<file path="src/rtl/pattern_playback_ctrl_pkg.sv">
// Shared definitions for the pattern-game playback sequencer.
//   state_e          : sequencer states with fixed encodings (IDLE=0, GAP=1, SHOW=2, DONE=3)
//   MAX_LEN_DEFAULT  : default maximum number of playable symbols
//   sym_to_led()     : 2-bit symbol to one-hot 4-LED drive
//   clamp_len()      : limits a requested length to the playable maximum
package pattern_playback_ctrl_pkg;

    typedef enum logic [1:0] {
        ST_IDLE = 2'd0,
        ST_GAP  = 2'd1,
        ST_SHOW = 2'd2,
        ST_DONE = 2'd3
    } state_e;

    localparam int unsigned MAX_LEN_DEFAULT = 11;

    function automatic logic [3:0] sym_to_led(input logic [1:0] sym);
        return 4'b0001 << sym;
    endfunction

    function automatic logic [3:0] clamp_len(input logic [3:0] len, input logic [3:0] max_len);
        return (len > max_len) ? max_len : len;
    endfunction

endpackage

</file>
<file path="src/rtl/step_timer.sv">
// Step timer for the playback sequencer.
// Counts clocks within one GAP or SHOW phase and pulses o_tc on the last clock
// of the phase (count == CLKS_PER_STEP-1). i_clear forces the count back to 0
// so that every state entry starts a full-length phase.
//   i_clk    : clock, rising edge
//   i_rst_n  : asynchronous active-low reset
//   i_clear  : synchronous reload to 0 (takes priority over counting)
//   o_tc     : terminal-count indication, high for one clock per phase
module step_timer #(
    parameter int unsigned CLKS_PER_STEP = 6250000
) (
    input  logic i_clk,
    input  logic i_rst_n,
    input  logic i_clear,
    output logic o_tc
);

    localparam int unsigned CNT_W = (CLKS_PER_STEP > 1) ? $clog2(CLKS_PER_STEP) : 1;
    localparam logic [CNT_W-1:0] TC_VAL = CNT_W'(CLKS_PER_STEP - 1);

    logic [CNT_W-1:0] cnt_q;
    logic [CNT_W-1:0] cnt_d;

    assign o_tc = (cnt_q == TC_VAL);

    // Wrapping on terminal count keeps the counter in range even if a phase
    // were ever held without a clear.
    always_comb begin
        cnt_d = cnt_q + 1'b1;
        if (i_clear || o_tc) begin
            cnt_d = '0;
        end
    end

    always_ff @(posedge i_clk or negedge i_rst_n) begin
        if (!i_rst_n) begin
            cnt_q <= '0;
        end else begin
            cnt_q <= cnt_d;
        end
    end

endmodule

</file>
<file path="src/rtl/pattern_playback_ctrl.sv">
// Pattern playback sequencer for the 4-LED pattern-game bank.
// On an accepted start it plays the first len symbols of the pattern store as
// alternating dark GAP and lit SHOW phases of CLKS_PER_STEP clocks each, then
// pulses o_done for one clock. While idle the LEDs echo the live switches.
//   i_clk       : clock, rising edge
//   i_rst_n     : asynchronous active-low reset
//   i_start     : 1-cycle playback request, honoured only in IDLE
//   i_abort     : synchronous abort back to IDLE, no o_done
//   i_length    : requested symbol count, clamped to MAX_LEN
//   o_rd_index  : pattern-store read index (current symbol)
//   i_rd_sym    : pattern-store data for o_rd_index (same cycle)
//   i_switch    : debounced switch levels
//   o_led       : registered LED drive
//   o_busy      : high in GAP, SHOW and DONE
//   o_done      : 1-cycle pulse on normal completion
module pattern_playback_ctrl
    import pattern_playback_ctrl_pkg::*;
#(
    parameter int unsigned CLKS_PER_STEP = 6250000,
    parameter int unsigned MAX_LEN       = MAX_LEN_DEFAULT
) (
    input  logic       i_clk,
    input  logic       i_rst_n,
    input  logic       i_start,
    input  logic       i_abort,
    input  logic [3:0] i_length,
    output logic [3:0] o_rd_index,
    input  logic [1:0] i_rd_sym,
    input  logic [3:0] i_switch,
    output logic [3:0] o_led,
    output logic       o_busy,
    output logic       o_done
);

    localparam logic [3:0] MAX_LEN_L = 4'(MAX_LEN);

    state_e     state_q, state_d;
    logic [3:0] index_q, index_d;
    logic [3:0] len_q,   len_d;
    logic [3:0] led_q,   led_d;
    logic       step_tc;
    logic       timer_clear;
    logic [3:0] len_req;

    step_timer #(
        .CLKS_PER_STEP(CLKS_PER_STEP)
    ) u_step_timer (
        .i_clk   (i_clk),
        .i_rst_n (i_rst_n),
        .i_clear (timer_clear),
        .o_tc    (step_tc)
    );

    always_comb begin
        state_d     = state_q;
        index_d     = index_q;
        len_d       = len_q;
        led_d       = led_q;
        len_req     = clamp_len(i_length, MAX_LEN_L);

        case (state_q)
            ST_IDLE: begin
                led_d = i_switch;
                if (i_start) begin
                    len_d   = len_req;
                    index_d = '0;
                    state_d = (len_req == 4'd0) ? ST_DONE : ST_GAP;
                end
            end
            ST_GAP: begin
                led_d = '0;
                if (step_tc) begin
                    state_d = ST_SHOW;
                end
            end
            ST_SHOW: begin
                led_d = sym_to_led(i_rd_sym);
                if (step_tc) begin
                    if (index_q == (len_q - 4'd1)) begin
                        state_d = ST_DONE;
                    end else begin
                        index_d = index_q + 4'd1;
                        state_d = ST_GAP;
                    end
                end
            end
            ST_DONE: begin
                led_d   = '0;
                state_d = ST_IDLE;
            end
            default: begin
                led_d   = '0;
                state_d = ST_IDLE;
            end
        endcase

        // Abort overrides any start or terminal-count decision made above;
        // the index is left where it was rather than advanced.
        if (i_abort && (state_q != ST_IDLE)) begin
            state_d = ST_IDLE;
            index_d = index_q;
        end

        // Reload the timer on every state change and hold it at 0 while idle,
        // so each GAP/SHOW phase gets the full CLKS_PER_STEP clocks.
        timer_clear = (state_d != state_q) || (state_q == ST_IDLE);
    end

    always_ff @(posedge i_clk or negedge i_rst_n) begin
        if (!i_rst_n) begin
            state_q <= ST_IDLE;
            index_q <= '0;
            len_q   <= '0;
            led_q   <= '0;
        end else begin
            state_q <= state_d;
            index_q <= index_d;
            len_q   <= len_d;
            led_q   <= led_d;
        end
    end

    assign o_led      = led_q;
    assign o_rd_index = index_q;
    assign o_busy     = (state_q != ST_IDLE);
    assign o_done     = (state_q == ST_DONE);

endmodule
</file>
<file path="config.mk">
export PLATFORM = sky130hd
export DESIGN_NAME = pattern_playback_ctrl
export DESIGN_NICKNAME = d
export VERILOG_FILES = /design/src/rtl/pattern_playback_ctrl_pkg.sv /design/src/rtl/step_timer.sv /design/src/rtl/pattern_playback_ctrl.sv
export SDC_FILE = /design/constraint.sdc
export NUM_CORES = 1
export LEC_CHECK = 0
export ABC_AREA = 1
export CAP_MARGIN = 0
export CORE_MARGIN = 2
export CORE_UTILIZATION = 53
export CTS_CLUSTER_SIZE = 30
export DETAILED_ROUTE_END_ITERATION = 10
export GPL_TIMING_DRIVEN = 0
export HOLD_SLACK_MARGIN = 0.15
export PLACE_DENSITY = 0.86
export SYNTH_ARGS = -nofsm -noshare
export SYNTH_HDL_FRONTEND = slang
export SYNTH_SLANG_ARGS = --single-unit
</file>
<file path="constraint.sdc">
create_clock -name i_clk -period 2.45 [get_ports i_clk]
set_clock_uncertainty 0.15 [all_clocks]
set_input_delay 0.49 -clock i_clk [delete_from_list [all_inputs] [get_ports i_clk]]
set_output_delay 0.49 -clock i_clk [all_outputs]
set_load 0.02 [all_outputs]
</file>
==> results of run 1 <==
-- kinds of logic after synthesis --
logic type,after synthesis
DFF,37
xor gates and xnor gates,18
buffers and inverters,44
AOI/OAI and AO/OA,22
and+or+nand+nor,165
adders and majority gates,3
-- power groups by stage --
stage / sequential (mW) / combinational (mW) / clock [mW]
5_1_grt: 0.759 / 0.599 / 0.461
3_5_place_dp: 0.758 / 0.531 / 0
2_1_floorplan: 0.775 / 0.330 / 0
4_1_cts: 0.747 / 0.533 / 0.427
3_3_place_gp: 0.757 / 0.508 / 0
6_report: 0.747 / 0.528 / 0.415
-- worst paths after layout --
| kind | to | cells past startpoint |
|---|---|---|
| max in group asynchronous | u_step_timer.cnt_q[17] | 1 |
| min | u_step_timer.cnt_q[8] | 1 |
| min reg2reg | len_q[1] | 2 |
| max | o_busy | 3 |
| min in group i_clk | len_q[1] | 2 |
| max reg2reg | u_step_timer.cnt_q[7] | 13 |
-- per-layer routing --
layer  part of all wire (%)  global-route usage [%]  wire (um)  up-vias
met1                     48                    28.3       2110      860
met2                     47                    30.7       2070       42
met4                    1.8                    7.41         81        0
li1                       -                       -          -      971
met3                    3.5                    4.09        156        8
met5                      0                       0          0        -
-- synth_stat cells --
cell type  instances  area [sq um]
nand2_1           57           214
dfrtp_1           37           926
inv_1             37           139
nor2_1            36           135
nor2_2            23           144
nand3_1           18          90.1
xor2_1            12           105
nor3_1            10          50.1
o21ai_0            9          45.0
nand4_1            7          43.8
nand2_2            6          37.5
xnor2_1            6          52.6
a21oi_1            4          20.0
inv_2              4          15.0
nor2_4             4          45.0
ha_1               3          37.5
a32o_1             2          20.0
buf_6              2          22.5
nand2_4            2          22.5
o31ai_1            2          15.0
a22oi_1            1          7.51
a311oi_1           1          8.76
buf_2              1          5.00
nand3_2            1          10.0
nor4_2             1          12.5
o21a_1             1          7.51
o21ai_1            1          5.00
o21ai_2            1          8.76
-- stage by stage --
stage                     setup TNS [ps]  cell area (sq um)  setup WS (ps)  cells  util (%)
after floorplan                        0               2240            590    289         -
after global placement              -746               2540          -21.5    362      63.0
after detailed placement               0               2530            359    362      62.9
after CTS                              0               2620           77.3    369      65.0
after global routing                   0               2620           7.02    369      65.0
final                                  0               2620           87.9    369      65.0
-- area by class of cell --
type,instances,area share [%]
buffer,3,1.05
sequential,37,35.4
multi-input combinational,208,43.4
inverter,41,5.88
tap,50,2.39
timing repair buffer,23,8.60
clock buffer,7,3.30
-- state kept, by name, indices dropped and copies added (netlist names) --
name	count
o_rd_index	4
u_step_timer.cnt_q	23
o_led	4
len_q	4
state_q	2
-- worst reg2reg max path: stages, from the launching register on --
cell     delay (ps)
dfrtp_1         410
inv_1            90
ha_1            310
nor2_1           90
nor2_1           50
nand2_1          70
nor2_1           50
nand3_1          70
nand2_1         100
o21ai_2         200
nand2_2          90
nand2_4         100
buf_6           170
nor2_2           40
==> flow_summary_export.csv, run 1 <==
group,metric,value,unit
cts,cts.repair.resized,0,
yosys,ys_seq_area_share,41.2,%
power,p_int,1.11,mW
cts,cts.sinks,37,
cts,clk_path_buf_depth,2,
sta,fmax,423,MHz
power,pwr-share-comb,31.3,%
yosys,syn_inst,289,
cts,clockRootBuffer,"clkbuf_8",
yosys,synth_nets,306,
power,vdd_ir_drop_max,399,uV
setup_path,required,1810,ps
place,numPortBuffers,23,
sta,final.period_utilization,96.4,%
setup_path,crit_family,"buffers and inverters",
final_layout,fin_nets,336,
routing,drc,0,
place,dp_hpwl,3440,um
final_layout,final_cell_mix,"57 x nand2_1, 37 x inv_1, 37 x dfrtp_1, 36 x nor2_1, 23 x nor2_2",
yosys,synth_xor_area_share,7.02,%
floorplanning,core-area,0.00403,sq mm
setup_path,crit_fanout,7,
grt,grt_pass1_vias,1740,
final_layout,layout-drive-gt1-share,16.3,%
sta,rsz0062_at_grt,"false",
cts,clk_pin_slew,70,ps
cts,cts_setup_buffers,0,
cts,cts_buffers,5,
routing,vias,1881,
routing,first_iter_violations,157,
setup_path,cp.arrival,1720,ps
routing,wirelength,4410,um
grt,grt_overflow,0,
sta,hold_violations,0,
sta,setup_viol,0,
power,cellPowerDensity,645,mW/mm^2
yosys,syn_avg_cell_area,7.77,sq um
yosys,synthAdderAreaFrac,1.67,%
grt,antenna_found_initial,0,
status,status,"complete, no violations",
floorplanning,die_area,0.00477,sq mm
setup_path,worst-path-buf-inv,2,
routing,antenna_left,0,
yosys,synth-simple-area-share,35.8,%
sta,drv_slew,0,
setup_path,cp-start-kind,"register",
cts,htreeDepth,2,
setup_path,critical_path_class,"register to primary output",
yosys,synth_area,0.00224,sq mm
place,gp_congestion,0.881,
setup_path,critPathMaxStageDelay,560,ps
floorplanning,die_w,69.1,um
cts,clk_latency,280,ps
final_layout,area_growth,16.7,%
setup_path,crit_start,"state_q[0]",
yosys,synth_cell_type_count,28,
yosys,synth_compound_area_share,6.13,%
cts,cts_hold_buf,0,
final_layout,n_fill_cell,343,
routing,wire_per_inst,12.0,um
setup_path,end_kind,"primary output",
hold_path,hp-class,"input port to async pin",
yosys,synth_seq_cells,37,
final_layout,antenna_cells,0,
setup_path,path_cells,"nor2_2 -> inv_1 -> clkdlybuf4s50_1",
grt,grt_use_total,20.1,%
sta,tightestPinTransition,781,ps
final_layout,seqCellArea,926,sq um
final_layout,multi_input_area,0.00114,sq mm
power,swShare,34.1,%
floorplanning,die_h,69.1,um
power,power,1.69,mW
cts,cts_tree,"built",
grt,grt_pass1_wl,7840,um
power,pwr-share-seq,44.2,%
routing,drtPass1Iterations,4,
floorplanning,ios,24,
setup_path,cp_slowest_cell,"clkdlybuf4s50_1",
yosys,synth_top_family_by_area,"simple AND/OR/NAND/NOR gates",
sta,min_period,2360,ps
yosys,synth_mux_area_share,0,%
sta,relSlewSlack,47.9,%
power,power.switching,0.576,mW
power,leakage,1.12,nW
final_layout,layout_commonest_cell,"nand2_1",
setup_path,regToRegStartpoint,"len_q[0]",
sta,holdWs,139,ps
grt,grt_max_degree,38,
setup_path,r2r_slack,340,ps
floorplanning,start_util,55.7,%
routing,viasPerCell,5.10,
floorplanning,rows,23,
power,p_clk_share,24.5,%
yosys,yosysWarnings,0,
flow_run,maxCapViolCount,0,
(Power assumes the default switching activity.)
==> inputs of run 2 (changes only) <==
--- a/config.mk
+++ b/config.mk
@@ -9,11 +9,13 @@
 export CAP_MARGIN = 0
 export CORE_MARGIN = 2
 export CORE_UTILIZATION = 53
+export CTS_BUF_LIST = sky130_fd_sc_hd__clkbuf_16
 export CTS_CLUSTER_SIZE = 30
 export DETAILED_ROUTE_END_ITERATION = 10
 export GPL_TIMING_DRIVEN = 0
 export HOLD_SLACK_MARGIN = 0.15
 export PLACE_DENSITY = 0.86
+export SETUP_SLACK_MARGIN = 0.02
 export SYNTH_ARGS = -nofsm -noshare
 export SYNTH_HDL_FRONTEND = slang
 export SYNTH_SLANG_ARGS = --single-unit
==> run 2 against run 1 <==
Effect of this change: combinational power barely moved; via count rose by 1.9%; register-to-register slack got worse by 20 ps; sequential cell count did not move; count of clock-buffer cells in the layout fell by 2; total power rose by 9.9%; wire length rose by 2.8%; die area did not move; clock power rose by 40%; global-route usage rose by 0.77 points; critical path depth did not move; sequential power barely moved; critical endpoint unchanged.
==> flow_summary_export.csv, run 2 (synthesis gave the netlist of run 1 again) <==
group,metric,value,unit
place,gp_congestion,0.881,
grt,grtUsageMet2,32.4,%
routing,wire_per_inst,12.3,um
cts,clk_latency,280,ps
place,dp_hpwl,3440,um
final_layout,fin_nets,336,
cts,clk_pin_slew,50,ps
grt,met3_usage,4.09,%
cts,cts_hold_buf,0,
power,power,1.86,mW
final_layout,antenna_cells,0,
cts,cts_buffers,5,
final_layout,layout_commonest_cell,"nand2_1",
grt,grt_pass1_vias,1798,
final_layout,final_cells,369,
cts,clk_path_buf_depth,2,
setup_path,critPathMaxStageDelay,560,ps
final_layout,largest_reg_flops,23,
sta,rsz0062_at_grt,"false",
status,status,"complete, no violations",
setup_path,r2r_slack,320,ps
routing,viasPerCell,5.20,
sta,hold_violations,0,
setup_path,end_kind,"primary output",
sta,final.period_utilization,96.3,%
sta,fmax,424,MHz
flow_run,maxCapViolCount,0,
floorplanning,core-area,0.00403,sq mm
final_layout,area_growth,18.7,%
routing,vias,1917,
final_layout,multi_input_area,0.00114,sq mm
sta,setup_viol,0,
routing,wirelength,4540,um
power,leakage,1.15,nW
place,numPortBuffers,23,
final_layout,final_cell_mix,"57 x nand2_1, 38 x inv_1, 37 x dfrtp_1, 36 x nor2_1, 23 x nor2_2",
grt,use_met1,28.5,%
cts,cts.repair.resized,0,
setup_path,r2r-end,"u_step_timer.cnt_q[19]",
sta,holdWs,141,ps
final_layout,layout-drive-gt1-share,16.0,%
final_layout,n_fill_cell,339,
cts,clockRootBuffer,"clkbuf_16",
setup_path,cp.arrival,1720,ps
grt,busiest_layer,"met2",
floorplanning,rows,23,
power,cellPowerDensity,697,mW/mm^2
grt,grt_max_degree,38,
routing,drc,0,
setup_path,cp-start-kind,"register",
grt,grt_pass1_wl,8100,um
setup_path,path_cells,"nor2_2 -> inv_1 -> clkdlybuf4s50_1",
cts,cts_tree,"built",
routing,first_iter_violations,161,
setup_path,crit_fanout,7,
sta,relSlewSlack,48.3,%
power,vdd_ir_drop_max,476,uV
setup_path,required,1810,ps
grt,grt_use_total,20.9,%
setup_path,worst_r2r_path_depth,14,
place,place_inst,362,
sta,min_period,2360,ps
setup_path,cp_slowest_cell,"clkdlybuf4s50_1",
setup_path,critical_path_class,"register to primary output",
final_layout,seqCellArea,926,sq um
grt,antenna_found_initial,0,
cts,htreeDepth,2,
final_layout,fin_util,66.1,%
cts,cts.sinks,37,
floorplanning,start_util,55.7,%
floorplanning,die_area,0.00477,sq mm
floorplanning,die_w,69.1,um
grt,grt_overflow,0,
routing,drtPass1Iterations,4,
final_layout,max_flop_register,"u_step_timer.cnt_q",
hold_path,hp-class,"input port to async pin",
sta,drv_slew,0,
routing,antenna_left,0,
sta,tightestPinTransition,775,ps
floorplanning,die_h,69.1,um
setup_path,regToRegStartpoint,"len_q[0]",
cts,cts_setup_buffers,0,
floorplanning,ios,24,
==> run 2: per-layer routing <==
layer | vias up | part of all wire, %
li1 | 976 | -
met4 | 0 | 2.2
met2 | 49 | 48
met1 | 882 | 46
met5 | - | 0
met3 | 10 | 4.0
==> run 2: cell type report <==
| cell class | count | area share (%) |
|---|---|---|
| inverters | 41 | 5.77 |
| well taps | 50 | 2.35 |
| repair buffers | 23 | 8.45 |
| plain buffers | 3 | 1.03 |
| flip-flops and latches | 37 | 34.7 |
| clock inverters | 2 | 0.282 |
| multi-input cells | 208 | 42.7 |
| clock buffers | 5 | 4.69 |
==> run 2: critical path, delay by kind of cell, from the launching register on <==
family        cells  cell delay (ps)
simple gates      1              330
buf+inv           2              660
flops             1              460
==> run 2: how the worst max path moves through the flow <==
stage	from	to	slack (ps)	depth (start not counted)
after floorplan	len_q[0]	u_step_timer.cnt_q[7]	590	13
after global placement	i_rst_n	len_q[0]	-20	1
after detailed placement	len_q[0]	u_step_timer.cnt_q[9]	360	13
after CTS	state_q[0]	o_busy	90	3
after global routing	state_q[0]	o_busy	20	3
final	state_q[0]	o_busy	90	3
==> run 2: power breakdown <==
part	switching (mW)	leakage (nW)	internal, mW
combinational	0.315	0.580	0.215
clock	0.217	0.0685	0.363
sequential	0.0702	0.501	0.678
==> run 2: per-stage QoR <==
stage,setup TNS [ps],setup WS [ps],instance area [sq um]
6_report,0,90.7,2670
5_1_grt,0,21.0,2670
4_1_cts,0,87.3,2670
3_5_place_dp,0,359,2530
3_3_place_gp,-746,-21.5,2540
2_1_floorplan,0,590,2240
==> inputs of run 3 (changes only) <==
--- a/config.mk
+++ b/config.mk
@@ -16,6 +16,7 @@
 export HOLD_SLACK_MARGIN = 0.15
 export PLACE_DENSITY = 0.86
 export SETUP_SLACK_MARGIN = 0.02
+export SLEW_MARGIN = 10
 export SYNTH_ARGS = -nofsm -noshare
 export SYNTH_HDL_FRONTEND = slang
 export SYNTH_SLANG_ARGS = --single-unit
==> results of run 3 <==
The final DEF is identical to that of run 2; final timing and power are the same.
